--- config.mk ---
export PLATFORM = sky130hd
export DESIGN_NAME = req_encoder_8to3
export DESIGN_NICKNAME = d
export VERILOG_FILES = /design/src/rtl/req_encoder_8to3.sv
export SDC_FILE = /design/constraint.sdc
export NUM_CORES = 1
export LEC_CHECK = 0
export ABC_AREA = 0
export BUFFER_PORTS_ARGS = -buffer_cell sky130_fd_sc_hd__buf_2
export CORE_MARGIN = 10
export CORE_UTILIZATION = 53
export DETAILED_ROUTE_END_ITERATION = 12
export GPL_ROUTABILITY_DRIVEN = 0
export PLACE_DENSITY_LB_ADDON = 0.1
export SETUP_SLACK_MARGIN = 0.2
export SYNTH_ARGS = -nofsm -noshare
export SYNTH_HDL_FRONTEND = slang
export SYNTH_SLANG_ARGS = --single-unit
--- constraint.sdc ---
create_clock -name clk -period 4.05 [get_ports clk]
set_clock_uncertainty 0.05 [all_clocks]
set_input_delay 0.405 -clock clk [delete_from_list [all_inputs] [get_ports clk]]
set_output_delay 0.405 -clock clk [all_outputs]
set_load 0.02 [all_outputs]
--- src/rtl/req_encoder_8to3.sv ---
// Request encoder: accepts an N-bit request vector and emits the index of
// each set bit, lowest index first, one code per consumer handshake.
// An all-zero vector is rejected with a one-cycle err_zero pulse.
module req_encoder_8to3 #(
  parameter int N = 8,
  parameter int W = $clog2(N)
) (
  input  logic         clk,
  input  logic         rst,
  input  logic         in_valid,
  input  logic [N-1:0] in_vec,
  output logic         in_ready,
  output logic         out_valid,
  input  logic         out_ready,
  output logic [W-1:0] out_code,
  output logic         out_last,
  output logic         err_zero,
  output logic [7:0]   emit_cnt
);

  typedef enum logic {IDLE, EMIT} state_t;

  localparam logic [N-1:0] ONE = {{(N-1){1'b0}}, 1'b1};

  state_t       state, state_nxt;
  logic [N-1:0] pending, pending_nxt;
  logic         err_nxt;
  logic [7:0]   cnt_nxt;
  logic         accept;
  logic         handoff;
  logic         single_bit;

  // Index of the lowest set bit; bit 0 has the highest priority.
  function automatic logic [W-1:0] lowest_idx(input logic [N-1:0] v);
    logic [W-1:0] idx;
    idx = '0;
    for (int i = N - 1; i >= 0; i--) begin
      if (v[i]) idx = i[W-1:0];
    end
    return idx;
  endfunction

  // Clearing the lowest set bit leaves zero only when exactly one bit is set.
  function automatic logic is_single(input logic [N-1:0] v);
    return (v != '0) && ((v & (v - ONE)) == '0);
  endfunction

  assign single_bit = is_single(pending);
  assign in_ready   = (state == IDLE);
  assign out_valid  = (state == EMIT);
  assign accept     = in_valid & in_ready;
  assign handoff    = out_valid & out_ready;

  // Outputs come only from registered state and read zero when idle.
  assign out_code = out_valid ? lowest_idx(pending) : '0;
  assign out_last = out_valid & single_bit;

  // Next-state logic: accept a vector in IDLE, retire one bit per handoff in EMIT.
  always_comb begin
    state_nxt   = state;
    pending_nxt = pending;
    err_nxt     = 1'b0;
    cnt_nxt     = emit_cnt;
    case (state)
      IDLE: begin
        if (accept) begin
          if (in_vec != '0) begin
            pending_nxt = in_vec;
            state_nxt   = EMIT;
          end else begin
            err_nxt = 1'b1;
          end
        end
      end
      EMIT: begin
        if (handoff) begin
          pending_nxt = pending & (pending - ONE);
          cnt_nxt     = emit_cnt + 8'd1;
          if (single_bit) state_nxt = IDLE;
        end
      end
      default: state_nxt = IDLE;
    endcase
  end

  // State register; reset wins over any accept or handoff in the same cycle.
  always_ff @(posedge clk) begin
    if (rst) begin
      state    <= IDLE;
      pending  <= '0;
      err_zero <= 1'b0;
      emit_cnt <= 8'd0;
    end else begin
      state    <= state_nxt;
      pending  <= pending_nxt;
      err_zero <= err_nxt;
      emit_cnt <= cnt_nxt;
    end
  end

endmodule

Word level (Yosys, flattened, before mapping). Cells that the tools add are included.

Bits in registers: 18. Input bits: 12. Output and inout bits: 15.

$add $sub $neg: 2. Equal/unequal tests: 3. Multiplexer cells: 19. Bitwise gates (word level): 6. Reduce and logical (&&, ||, !) cells: 7.

Operators by type and width (number): 3-bit 2-to-1 mux (9); 8-bit 2-to-1 mux (3); 8-bit one-hot mux with 2 select lines (1); 8-bit nonzero test (2); 8-bit by 1-bit adder with 8-bit output (second input constant) (1); 8-bit bitwise AND (1); 8-bit logical NOT (1); 8-bit by 1-bit subtractor with 8-bit output (second input constant) (1); 2-bit by 1-bit inequality test with 1-bit output (second input constant) (3); 1-bit 2-to-1 mux (5); 1-bit bitwise AND (3); 3-bit AND reduction (1); 3-bit OR reduction (1); 1-bit inverter (2); 1-bit one-hot mux with 2 select lines (1); 2-bit AND reduction (1); 1-bit logical AND (1).

Longest topological paths before layout. Gate-level depths: netlist (run 1).

Depth in word-level cells: 9. Gate-level depth with buffers: 6.

Least setup slack after synthesis (run 1). OpenSTA, ideal clock, no wires.

Path kind: register to output. From: register pending[0]. To: output out_last. Data arrival time: 1527 ps. Required time: 3595 ps. Path slack: 2068 ps. Cell stages (with the launch flop): 5. Path buffers: 0. Cell sequence: dfxtp_1 -> or4_1 -> a2111oi_2 -> or2_1 -> and3_1.

Word-level cells in the longest chain between the ends: 5. Elaborated cells between the ends (all ways): 6.

Ends and longest elaborated chain: start: declaration (line 26) `logic [N-1:0] pending, pending_nxt;`; start signal: assignment (line 95) `pending <= pending_nxt;`; 8-bit by 1-bit subtractor with 8-bit output (line 45) `return (v != '0) && ((v & (v - ONE)) == '0);`; 8-bit bitwise AND (line 45); 8-bit logical NOT (line 45); 1-bit logical AND (*) (line 45); 1-bit bitwise AND (*) (line 56) `assign out_last = out_valid & single_bit;`; end: declaration (line 16) `output logic out_last,`.

Mark *: on every way between the ends. The rest lies on a longest branch, timed or not.

Final worst setup path (run 1).
From: register pending[1]. To: output out_last.

Same word-level chain as after synthesis.

==> results of run 1 <==
[worst min-delay path by stage]
stage,start,to,slack [ns],cells after the start
after detailed placement,emit_cnt[7]$_SDFFE_PP0P_,emit_cnt[7]$_SDFFE_PP0P_,0.43,2
final,in_vec[2],pending[2]$_SDFFE_PP0P_,0.29,3
after global placement,emit_cnt[7]$_SDFFE_PP0P_,emit_cnt[7]$_SDFFE_PP0P_,0.41,2
after global routing,in_vec[0],pending[0]$_SDFFE_PP0P_,0.30,3
after floorplan,pending[5]$_SDFFE_PP0P_,pending[5]$_SDFFE_PP0P_,0.47,2
after CTS,in_vec[2],pending[2]$_SDFFE_PP0P_,0.29,3
[cell usage after synthesis (all sizes together)]
library cell	count
or3	3
nor4	4
mux2i	1
nor3	3
nor3b	1
or2	1
ha	1
nor2	18
or4	1
nand2	11
o41ai	1
xor2	4
a32o	1
and3b	1
buf	1
clkinv	1
and3	2
clkbuf	3
xnor2	2
o21bai	1
dfxtp	18
a31oi	1
or2b	1
and2	1
nand4	4
nand2b	2
a21oi	16
a311o	1
a2111oi	1
o21ai	9
a211oi	1
inv	2
[layout make-up]
class	count	area [um2]	area share [%]
Multi-Input combinational cell	93	549	49.1
Sequential cell	18	360	32.2
Timing Repair Buffer	26	130	11.6
Clock buffer	4	36.3	3.24
Tap cell	25	31.3	2.80
Inverter	3	11.3	1.01
[power by group through the flow]
stage / sequential, mW / combinational, mW / clock [mW]
after floorplan: 0.204 / 0.0651 / 0
after CTS: 0.200 / 0.0910 / 0.115
after global placement: 0.204 / 0.0898 / 0
final: 0.201 / 0.0908 / 0.113
after global routing: 0.202 / 0.0995 / 0.124
after detailed placement: 0.204 / 0.0905 / 0
[cell families after synthesis]
group / Yosys count / share of synthesized area (%)
adder cells (fa/ha/maj): 1 / 1.33
multiplexers: 1 / 1.07
flip-flops: 18 / 38.3
AND/OR/NAND/NOR: 53 / 29.4
XOR/XNOR: 6 / 5.59
AO/OA/AOI/OAI: 32 / 21.0
buffers and inverters: 7 / 3.20
[registers in the layout, summed over array words and instances (netlist names)]
signal and count:
out_valid 1, pending 8, emit_cnt 8, err_zero 1
[through the flow]
| step | power [mW] | area [um2] | util [%] | instances |
|---|---|---|---|---|
| floorplan | 0.269 | 940 | - | 118 |
| global placement | 0.294 | 1080 | 63.4 | 165 |
| detailed placement | 0.295 | 1080 | 63.4 | 165 |
| CTS | 0.406 | 1120 | 65.5 | 169 |
| global route | 0.426 | 1120 | 65.5 | 169 |
| finish | 0.404 | 1120 | 65.5 | 169 |
[layer usage]
metal / vias up / wire length, um / GRT usage (%)
li1: 475 / - / -
met1: 426 / 986 / 10.7
met2: 24 / 1150 / 19.6
met3: 4 / 103 / 3.23
met4: 0 / 49 / 4.57
met5: - / 0 / 0
[critical path, delay by kind of cell, from the launching register on]
family | cells | cell delay [ns]
simple gates | 3 | 0.96
flops | 1 | 0.42
compound gates | 1 | 0.23
buf+inv | 1 | 0.16
==> out/results.ini, run 1 <==
[synthesis]
synth.avg_cell_area_um2=7.96
synth_cell_types=33
synth_top_area_share_pct=38.3
netlist_area_um2=940
ys.warnings.count=0
syn_nets=131
synth.area.top_cells=dfxtp_1, a21oi_1, nor2_1
ys_seq_area_share_pct=38.3
syn-instance-count=118
ys_ff_latch=18
yosysTopAreaCell=dfxtp_1

[route]
ant_nets=0
wl_mm=2.29
via_per_inst=5.50
drtIter0Drc=16
firstDrtPassIters=4
remaining_drc_errors=0
avgRoutedWirePerCell_um=13.6
dr_total_vias=929

[setup_path]
reg2reg_to=pending[3]$_SDFFE_PP0P_
critPathCaptureType=output pin
r2r-start=out_valid$_SDFF_PP0_
slowest_delay_ns=0.62
cp_cell_sequence=or4_1 > a2111oi_2 > or2_1 > and3_1 > buf_2
critPathMaxFanout=8
critPathSlowestCell=or4_1
worstSetupEndpoint=out_last
startpoint=pending[1]$_SDFFE_PP0P_
crit_path_start_kind=flop
rrSetupSlack_ns=2.07
critPathArrivalTime_ns=2.07
worstPathRequired_ns=3.60
crit_type=reg2out
r2r_cells=5

[power_and_ir_drop]
clock_power_share_pct=27.9
leakagePower_nw=0.467
netSwitchingFraction_pct=31.3
ir_worst_vdd_mv=0.260
powerDensity_nw_per_um2=361
p_comb_share_pct=22.5
power_frac_seq_pct=49.6
p_switching_mw=0.126
p_int_mw=0.278

[finish]
area_delta_synth_final_pct=19.0
fillers=151
nNetsFinal=158
layout-drive-gt1-share_pct=22.9
antennaDiodeCount=0
layout_commonest_cell=buf_2
final_cell_mix=buf_2, nor2_1, dfxtp_1

[cts]
clk_pin_slew_ns=0.10
clk_latency_ns=0.30
cts_resized=0
numCtsBuffers=3
post-cts-setup-buffers=0
ctsHtreeMaxLevel=1
cts_buffer_depth=2
cts_tree=yes
root_buffer=clkbuf_4
cts_sinks=18
cts-hold-fix-buffers=0

[sta]
finalSetupTns_ns=0
setup_viol=0
max-slew-margin-rel_pct=42.5
hold_slack_ns=0.294
fin_crit_ns=2.52
final_hold_viol_count=0
slew_viol_final=0
finalCritPeriodShare_pct=62.2
fmax_ghz=0.397
setup_ws_ns=1.53
rsz0062_at_grt=no
worstMarginPinSlew_ns=0.863

[placement]
detailedPlace.worstSlack_ns=1.87
dp_hpwl_mm=1.79
io_buffer_count=26

[global_route]
grt_pass1_vias=817
grt_max_degree=19
grt_antenna_before_repair=0
grt-ovfl-total=0
grt_use_total_pct=10.7
grt_pass1_wl_mm=3.52

[floorplanning]
pin_count=27
die_area_um2=3860
initial_core_util_pct=55.0
fp.dieW_um=62.1
die_y_um=62.1
row_count=15
coreArea_um2=1710

[run_status]
run_status=finished, final reports clean

[job]
maxCapViolCount=0

[worst_hold_path]
hold_path_class=in2reg

Power figures use the tool's default switching activity.
==> inputs of run 2 (changes only) <==
--- a/config.mk
+++ b/config.mk
@@ -7,8 +7,9 @@
 export LEC_CHECK = 0
 export ABC_AREA = 0
 export BUFFER_PORTS_ARGS = -buffer_cell sky130_fd_sc_hd__buf_2
+export CORE_ASPECT_RATIO = 1.4
 export CORE_MARGIN = 10
-export CORE_UTILIZATION = 53
+export CORE_UTILIZATION = 50
 export DETAILED_ROUTE_END_ITERATION = 12
 export GPL_ROUTABILITY_DRIVEN = 0
 export PLACE_DENSITY_LB_ADDON = 0.1
==> constraint.sdc (replaced) <==
create_clock -name clk -period 2.5 [get_ports clk]
set_clock_uncertainty 0.05 [all_clocks]
set_input_delay 0.25 -clock clk [delete_from_list [all_inputs] [get_ports clk]]
set_output_delay 0.25 -clock clk [all_outputs]
set_load 0.02 [all_outputs]
==> run 2 against run 1 <==
Sequential cell count unchanged. Clock power up 54%. Die area up 4.7%. Global-route usage up 2.0 points. Non-clock buffer count up 2. Cell count down 1.8%. First-iteration DRC count up 38%. Total power up 66%. Via count up 5.6%. Combinational power up 86%. Routed wire length up 6.0%. Critical path type unchanged.
==> out/results.ini, run 2 (synthesized netlist as in run 1, its figures left out) <==
[setup_path]
slowest_delay_ns=0.57  ; was 0.62 ns
worstPathRequired_ns=2.20  ; was 3.60 ns
cp_cell_sequence=or4_4 > a2111oi_4 > or2_1 > and3_1 > buf_4  ; was or4_1 > a2111oi_2 > or2_1 > and3_1 > buf_2
crit_family=simple AND/OR/NAND/NOR gates  ; unchanged
crit_type=reg2out  ; unchanged
critPathSlowestCell=or4_4  ; was or4_1
path_buf_inv=1  ; unchanged
critPathMaxFanout=7  ; was 8
critPathArrivalTime_ns=1.92  ; was 2.07 ns
critPathCaptureType=output pin  ; unchanged
crit_path_start_kind=flop  ; unchanged

[cts]
numCtsBuffers=3  ; unchanged
cts-hold-fix-buffers=0  ; unchanged
clk_pin_slew_ns=0.10  ; about the same
ctsHtreeMaxLevel=1  ; unchanged
root_buffer=clkbuf_4  ; unchanged
cts_tree=yes  ; unchanged
cts_buffer_depth=2  ; unchanged
cts_sinks=18  ; unchanged
clk_latency_ns=0.28  ; was 0.30 ns

[sta]
rsz0062_at_grt=no  ; unchanged
finalSetupTns_ns=0  ; unchanged
worstMarginPinSlew_ns=0.788  ; was 0.863 ns
slew_viol_final=0  ; unchanged
fmax_ghz=0.451
final_hold_viol_count=0  ; unchanged
fin_crit_ns=2.22
finalCritPeriodShare_pct=88.7
setup_viol=0  ; unchanged
hold_slack_ns=0.153  ; was 0.294 ns
max-slew-margin-rel_pct=47.5  ; was 42.5%

[floorplanning]
die_y_um=71.3  ; was 62.1 um
initial_core_util_pct=52.8  ; was 55.0%
fp.dieW_um=56.6  ; was 62.1 um
die_area_um2=4040  ; was 3860 um2
coreArea_um2=1780  ; was 1710 um2
row_count=18  ; was 15
pin_count=27  ; unchanged

[finish]
final_cell_mix=buf_2, nor2_1, a21oi_1, dfxtp_1, nand2_1  ; was buf_2, nor2_1, dfxtp_1
layout_commonest_cell=buf_2  ; unchanged
antennaDiodeCount=0  ; unchanged
stdcell_count=166  ; was 169
nNetsFinal=160  ; was 158
layout-drive-gt1-share_pct=26.0  ; was 22.9%
area_delta_synth_final_pct=22.5  ; was 19.0%
reg_top3=emit_cnt: 8 flops, pending: 8 flops  ; unchanged

[job]
maxCapViolCount=0  ; unchanged

[global_route]
grt-ovfl-total=0  ; unchanged
grt_pass1_wl_mm=4.35  ; was 3.52 mm
grt_max_degree=19  ; unchanged
grt_antenna_before_repair=0  ; unchanged
grt_pass1_vias=1044  ; was 817
grt_use_total_pct=12.7  ; was 10.7%

[placement]
dp_cells=160  ; was 165
dp_hpwl_mm=1.86  ; was 1.79 mm
io_buffer_count=26  ; unchanged

[power_and_ir_drop]
ir_worst_vdd_mv=0.359  ; was 0.260 mV
powerDensity_nw_per_um2=581  ; was 361 nW/um2
leakagePower_nw=0.479  ; was 0.467 nW

[route]
via_per_inst=5.91  ; was 5.50
dr_total_vias=981  ; was 929
wl_mm=2.43  ; was 2.29 mm
firstDrtPassIters=4  ; unchanged
avgRoutedWirePerCell_um=14.6  ; was 13.6 um
remaining_drc_errors=0  ; unchanged
ant_nets=0  ; unchanged
drtIter0Drc=22  ; was 16

[worst_hold_path]
hold_path_class=in2reg  ; unchanged

[run_status]
run_status=finished, final reports clean  ; unchanged

==> run 2: repair_timing <==
action,4_1_cts,5_1_grt
pin swaps,2,2
resized for setup,3,3
setup buffers,2,0
setup endpoints to repair,1,1
==> run 2: layout make-up <==
cell class	count	area, um2
clock buffers	4	36.3
flip-flops and latches	18	365
repair buffers	28	148
well taps	20	25.0
fillers	164	628
inverters	3	11.3
multi-input cells	93	566
==> run 2: layer usage <==
layer	vias to the layer above	GRT usage (%)	share of wire [%]
met5	-	0	0
met4	0	6.70	2.1
met3	6	4.41	6.2
met2	30	22.7	53
met1	462	12.3	39
li1	483	-	-
==> run 2: power breakdown <==
| part | internal (mW) | switching (mW) |
|---|---|---|
| clock network | 0.0885 | 0.0850 |
| registers | 0.300 | 0.0260 |
| logic | 0.0752 | 0.0940 |
| total | 0.464 | 0.205 |
==> run 2: worst min-delay path: stages <==
cell and delay [ns]:
buf_2 0.10, nand2_1 0.05, a21oi_1 0.05
==> run 2: stage by stage <==
step | util (%) | power, mW | area, um2 | worst slack, ns
after floorplan | - | 0.436 | 940 | 0.673
after global placement | 60.5 | 0.477 | 1080 | 0.494
after detailed placement | 60.5 | 0.481 | 1080 | 0.468
after CTS | 63.7 | 0.668 | 1130 | 0.238
after global routing | 64.7 | 0.708 | 1150 | 0.205
final | 64.7 | 0.669 | 1150 | 0.282
==> run 2: worst paths after layout <==
path,slack (ns),to,from,cells after the start
max,0.28,out_last,pending[0]$_SDFFE_PP0P_,5
min reg2reg,0.44,emit_cnt[7]$_SDFFE_PP0P_,emit_cnt[7]$_SDFFE_PP0P_,2
max reg2reg,0.59,pending[4]$_SDFFE_PP0P_,out_valid$_SDFF_PP0_,5
min,0.15,pending[4]$_SDFFE_PP0P_,in_vec[4],3
==> inputs of run 3 (changes only) <==
--- a/config.mk
+++ b/config.mk
@@ -6,13 +6,13 @@
 export NUM_CORES = 1
 export LEC_CHECK = 0
 export ABC_AREA = 0
-export BUFFER_PORTS_ARGS = -buffer_cell sky130_fd_sc_hd__buf_2
+export BUFFER_PORTS_ARGS = -buffer_cell sky130_fd_sc_hd__buf_4
 export CORE_ASPECT_RATIO = 1.4
 export CORE_MARGIN = 10
 export CORE_UTILIZATION = 50
 export DETAILED_ROUTE_END_ITERATION = 12
 export GPL_ROUTABILITY_DRIVEN = 0
-export PLACE_DENSITY_LB_ADDON = 0.1
+export PLACE_DENSITY = 0.81
 export SETUP_SLACK_MARGIN = 0.2
 export SYNTH_ARGS = -nofsm -noshare
 export SYNTH_HDL_FRONTEND = slang
==> run 3 against run 2 <==
Worst setup slack gained 0.024 ns. Design area grew 4.9%. Total power grew 2.3%. Critical path type unchanged. Critical endpoint unchanged. Largest cell class unchanged. Largest power group unchanged.
==> out/results.ini, run 3 (synthesized netlist as in run 1, its figures left out) <==
[run_status]
run_status=finished, final reports clean  ; unchanged

[setup_path]
crit_type=reg2out  ; unchanged
path_buf_inv=1  ; unchanged
slowest_delay_ns=0.56  ; was 0.57 ns
critPathCaptureType=output pin  ; unchanged
worstPathRequired_ns=2.20  ; about the same
critPathSlowestCell=or4_4  ; unchanged
cp_cell_sequence=or4_4 > a2111oi_2 > or2_1 > and3_1 > buf_4  ; was or4_4 > a2111oi_4 > or2_1 > and3_1 > buf_4
crit_path_start_kind=flop  ; unchanged
critPathArrivalTime_ns=1.89  ; was 1.92 ns
crit_family=simple AND/OR/NAND/NOR gates  ; unchanged
critPathMaxFanout=7  ; unchanged

[floorplanning]
row_count=18  ; unchanged
coreArea_um2=1780  ; unchanged
fp.dieW_um=56.6  ; unchanged
initial_core_util_pct=52.8  ; unchanged
die_y_um=71.3  ; unchanged
die_area_um2=4040  ; unchanged
pin_count=27  ; unchanged

[finish]
final_cell_mix=buf_4, nor2_1, a21oi_1  ; was buf_2, nor2_1, a21oi_1, dfxtp_1, nand2_1
layout-drive-gt1-share_pct=27.2  ; was 26.0%
reg_top3=emit_cnt: 8 flops, pending: 8 flops  ; unchanged
fin_util_pct=67.9  ; was 64.7%
layout_commonest_cell=buf_4  ; was buf_2
nNetsFinal=161  ; was 160
antennaDiodeCount=0  ; unchanged
stdcell_count=167  ; was 166
area_delta_synth_final_pct=28.5  ; was 22.5%

[global_route]
grt_pass1_wl_mm=4.17  ; was 4.35 mm
grt-ovfl-total=0  ; unchanged
grt_pass1_vias=971  ; was 1,044
grt_most_used_layer=met2  ; unchanged
grt_use_met3_pct=3.00  ; was 4.41%
grt_use_met1_pct=11.2  ; was 12.3%
grt_util_met2_pct=22.7  ; unchanged
grt_use_total_pct=12.3  ; was 12.7%
grt_antenna_before_repair=0  ; unchanged
grt_max_degree=19  ; unchanged

[sta]
final_hold_viol_count=0  ; unchanged
setup_viol=0  ; unchanged
finalSetupTns_ns=0  ; unchanged
finalCritPeriodShare_pct=87.7  ; was 88.7%
setup_ws_ns=0.306  ; was 0.282 ns
fin_crit_ns=2.19  ; was 2.22 ns
slew_viol_final=0  ; unchanged
max-slew-margin-rel_pct=66.6  ; was 47.5%
worstMarginPinSlew_ns=0.496  ; was 0.788 ns
fmax_ghz=0.456  ; was 0.451 GHz
rsz0062_at_grt=no  ; unchanged

[cts]
clk_pin_slew_ns=0.10  ; about the same
clk_latency_ns=0.30  ; was 0.28 ns
cts_buffer_depth=2  ; unchanged
numCtsBuffers=3  ; unchanged
cts_sinks=18  ; unchanged
root_buffer=clkbuf_4  ; unchanged
cts_tree=yes  ; unchanged
ctsHtreeMaxLevel=1  ; unchanged

[route]
ant_nets=0  ; unchanged
dr_total_vias=974  ; was 981
avgRoutedWirePerCell_um=15.2  ; was 14.6 um
remaining_drc_errors=0  ; unchanged
drtIter0Drc=28  ; was 22
wl_mm=2.55  ; was 2.43 mm
via_per_inst=5.83  ; was 5.91
firstDrtPassIters=4  ; unchanged

[placement]
dp_cells=161  ; was 160
dp_hpwl_mm=1.98  ; was 1.86 mm
detailedPlace.worstSlack_ns=0.549  ; was 0.468 ns
io_buffer_count=26  ; unchanged

[power_and_ir_drop]
leakagePower_nw=0.493  ; was 0.479 nW
powerDensity_nw_per_um2=567  ; was 581 nW/um2
p_total_mw=0.684  ; was 0.669 mW
ir_worst_vdd_mv=0.410  ; was 0.359 mV

[job]
maxCapViolCount=0  ; unchanged

[worst_hold_path]
hold_path_class=in2reg  ; unchanged

-- run 3: changes by cell type in the layout (fill, tap and decap cells not counted), sizes merged --
cell  previous run  this run
buf             28        29
-- run 3: power breakdown --
part	internal [mW]	leakage, nW	total [mW]	switching [mW]
combinational	0.0835	0.324	0.175	0.0917
sequential	0.301	0.148	0.327	0.0262
clock	0.0889	0.0210	0.182	0.0931
total	0.473	0.493	0.684	0.211
-- run 3: metrics by stage --
step / hold WS, ns / instance area [um2]
6_report: 0.137 / 1210
2_1_floorplan: 0.336 / 940
3_3_place_gp: 0.420 / 1150
5_1_grt: 0.141 / 1210
3_5_place_dp: 0.439 / 1150
4_1_cts: 0.141 / 1180
-- run 3: cell type report --
cell class / count / area, um2
Sequential cell: 18 / 364
Fill cell: 157 / 572
Tap cell: 20 / 25.0
Inverter: 3 / 11.3
Multi-Input combinational cell: 93 / 553
Clock buffer: 4 / 36.3
Timing Repair Buffer: 29 / 218
-- run 3: tightest hold or removal path, cell delays in order --
cell,delay [ns]
buf_4,0.09
a21oi_1,0.05
nor2_1,0.07
-- run 3: layer usage --
metal  vias up  routed length [um]
li1        480                   -
met1       446                 959
met2        35                1320
met3        13                 137
met4         0                 124
met5         -                   0
-- run 3: repair_timing --
action / CTS / global route
gates resized for setup: 0 / 4
endpoints found under the setup margin: 0 / 1
hold buffers: 0 / 0
buffers inserted: 0 / 2
-- run 3: worst paths after layout --
kind | start | endpoint | slack (ns) | depth (start not counted)
worst min register to register | emit_cnt[7]$_SDFFE_PP0P_ | emit_cnt[7]$_SDFFE_PP0P_ | 0.44 | 2
worst min-delay path | in_vec[0] | pending[0]$_SDFFE_PP0P_ | 0.14 | 3
worst max register to register | out_valid$_SDFF_PP0_ | emit_cnt[5]$_SDFFE_PP0P_ | 0.74 | 4
worst max-delay path | pending[0]$_SDFFE_PP0P_ | out_last | 0.31 | 5
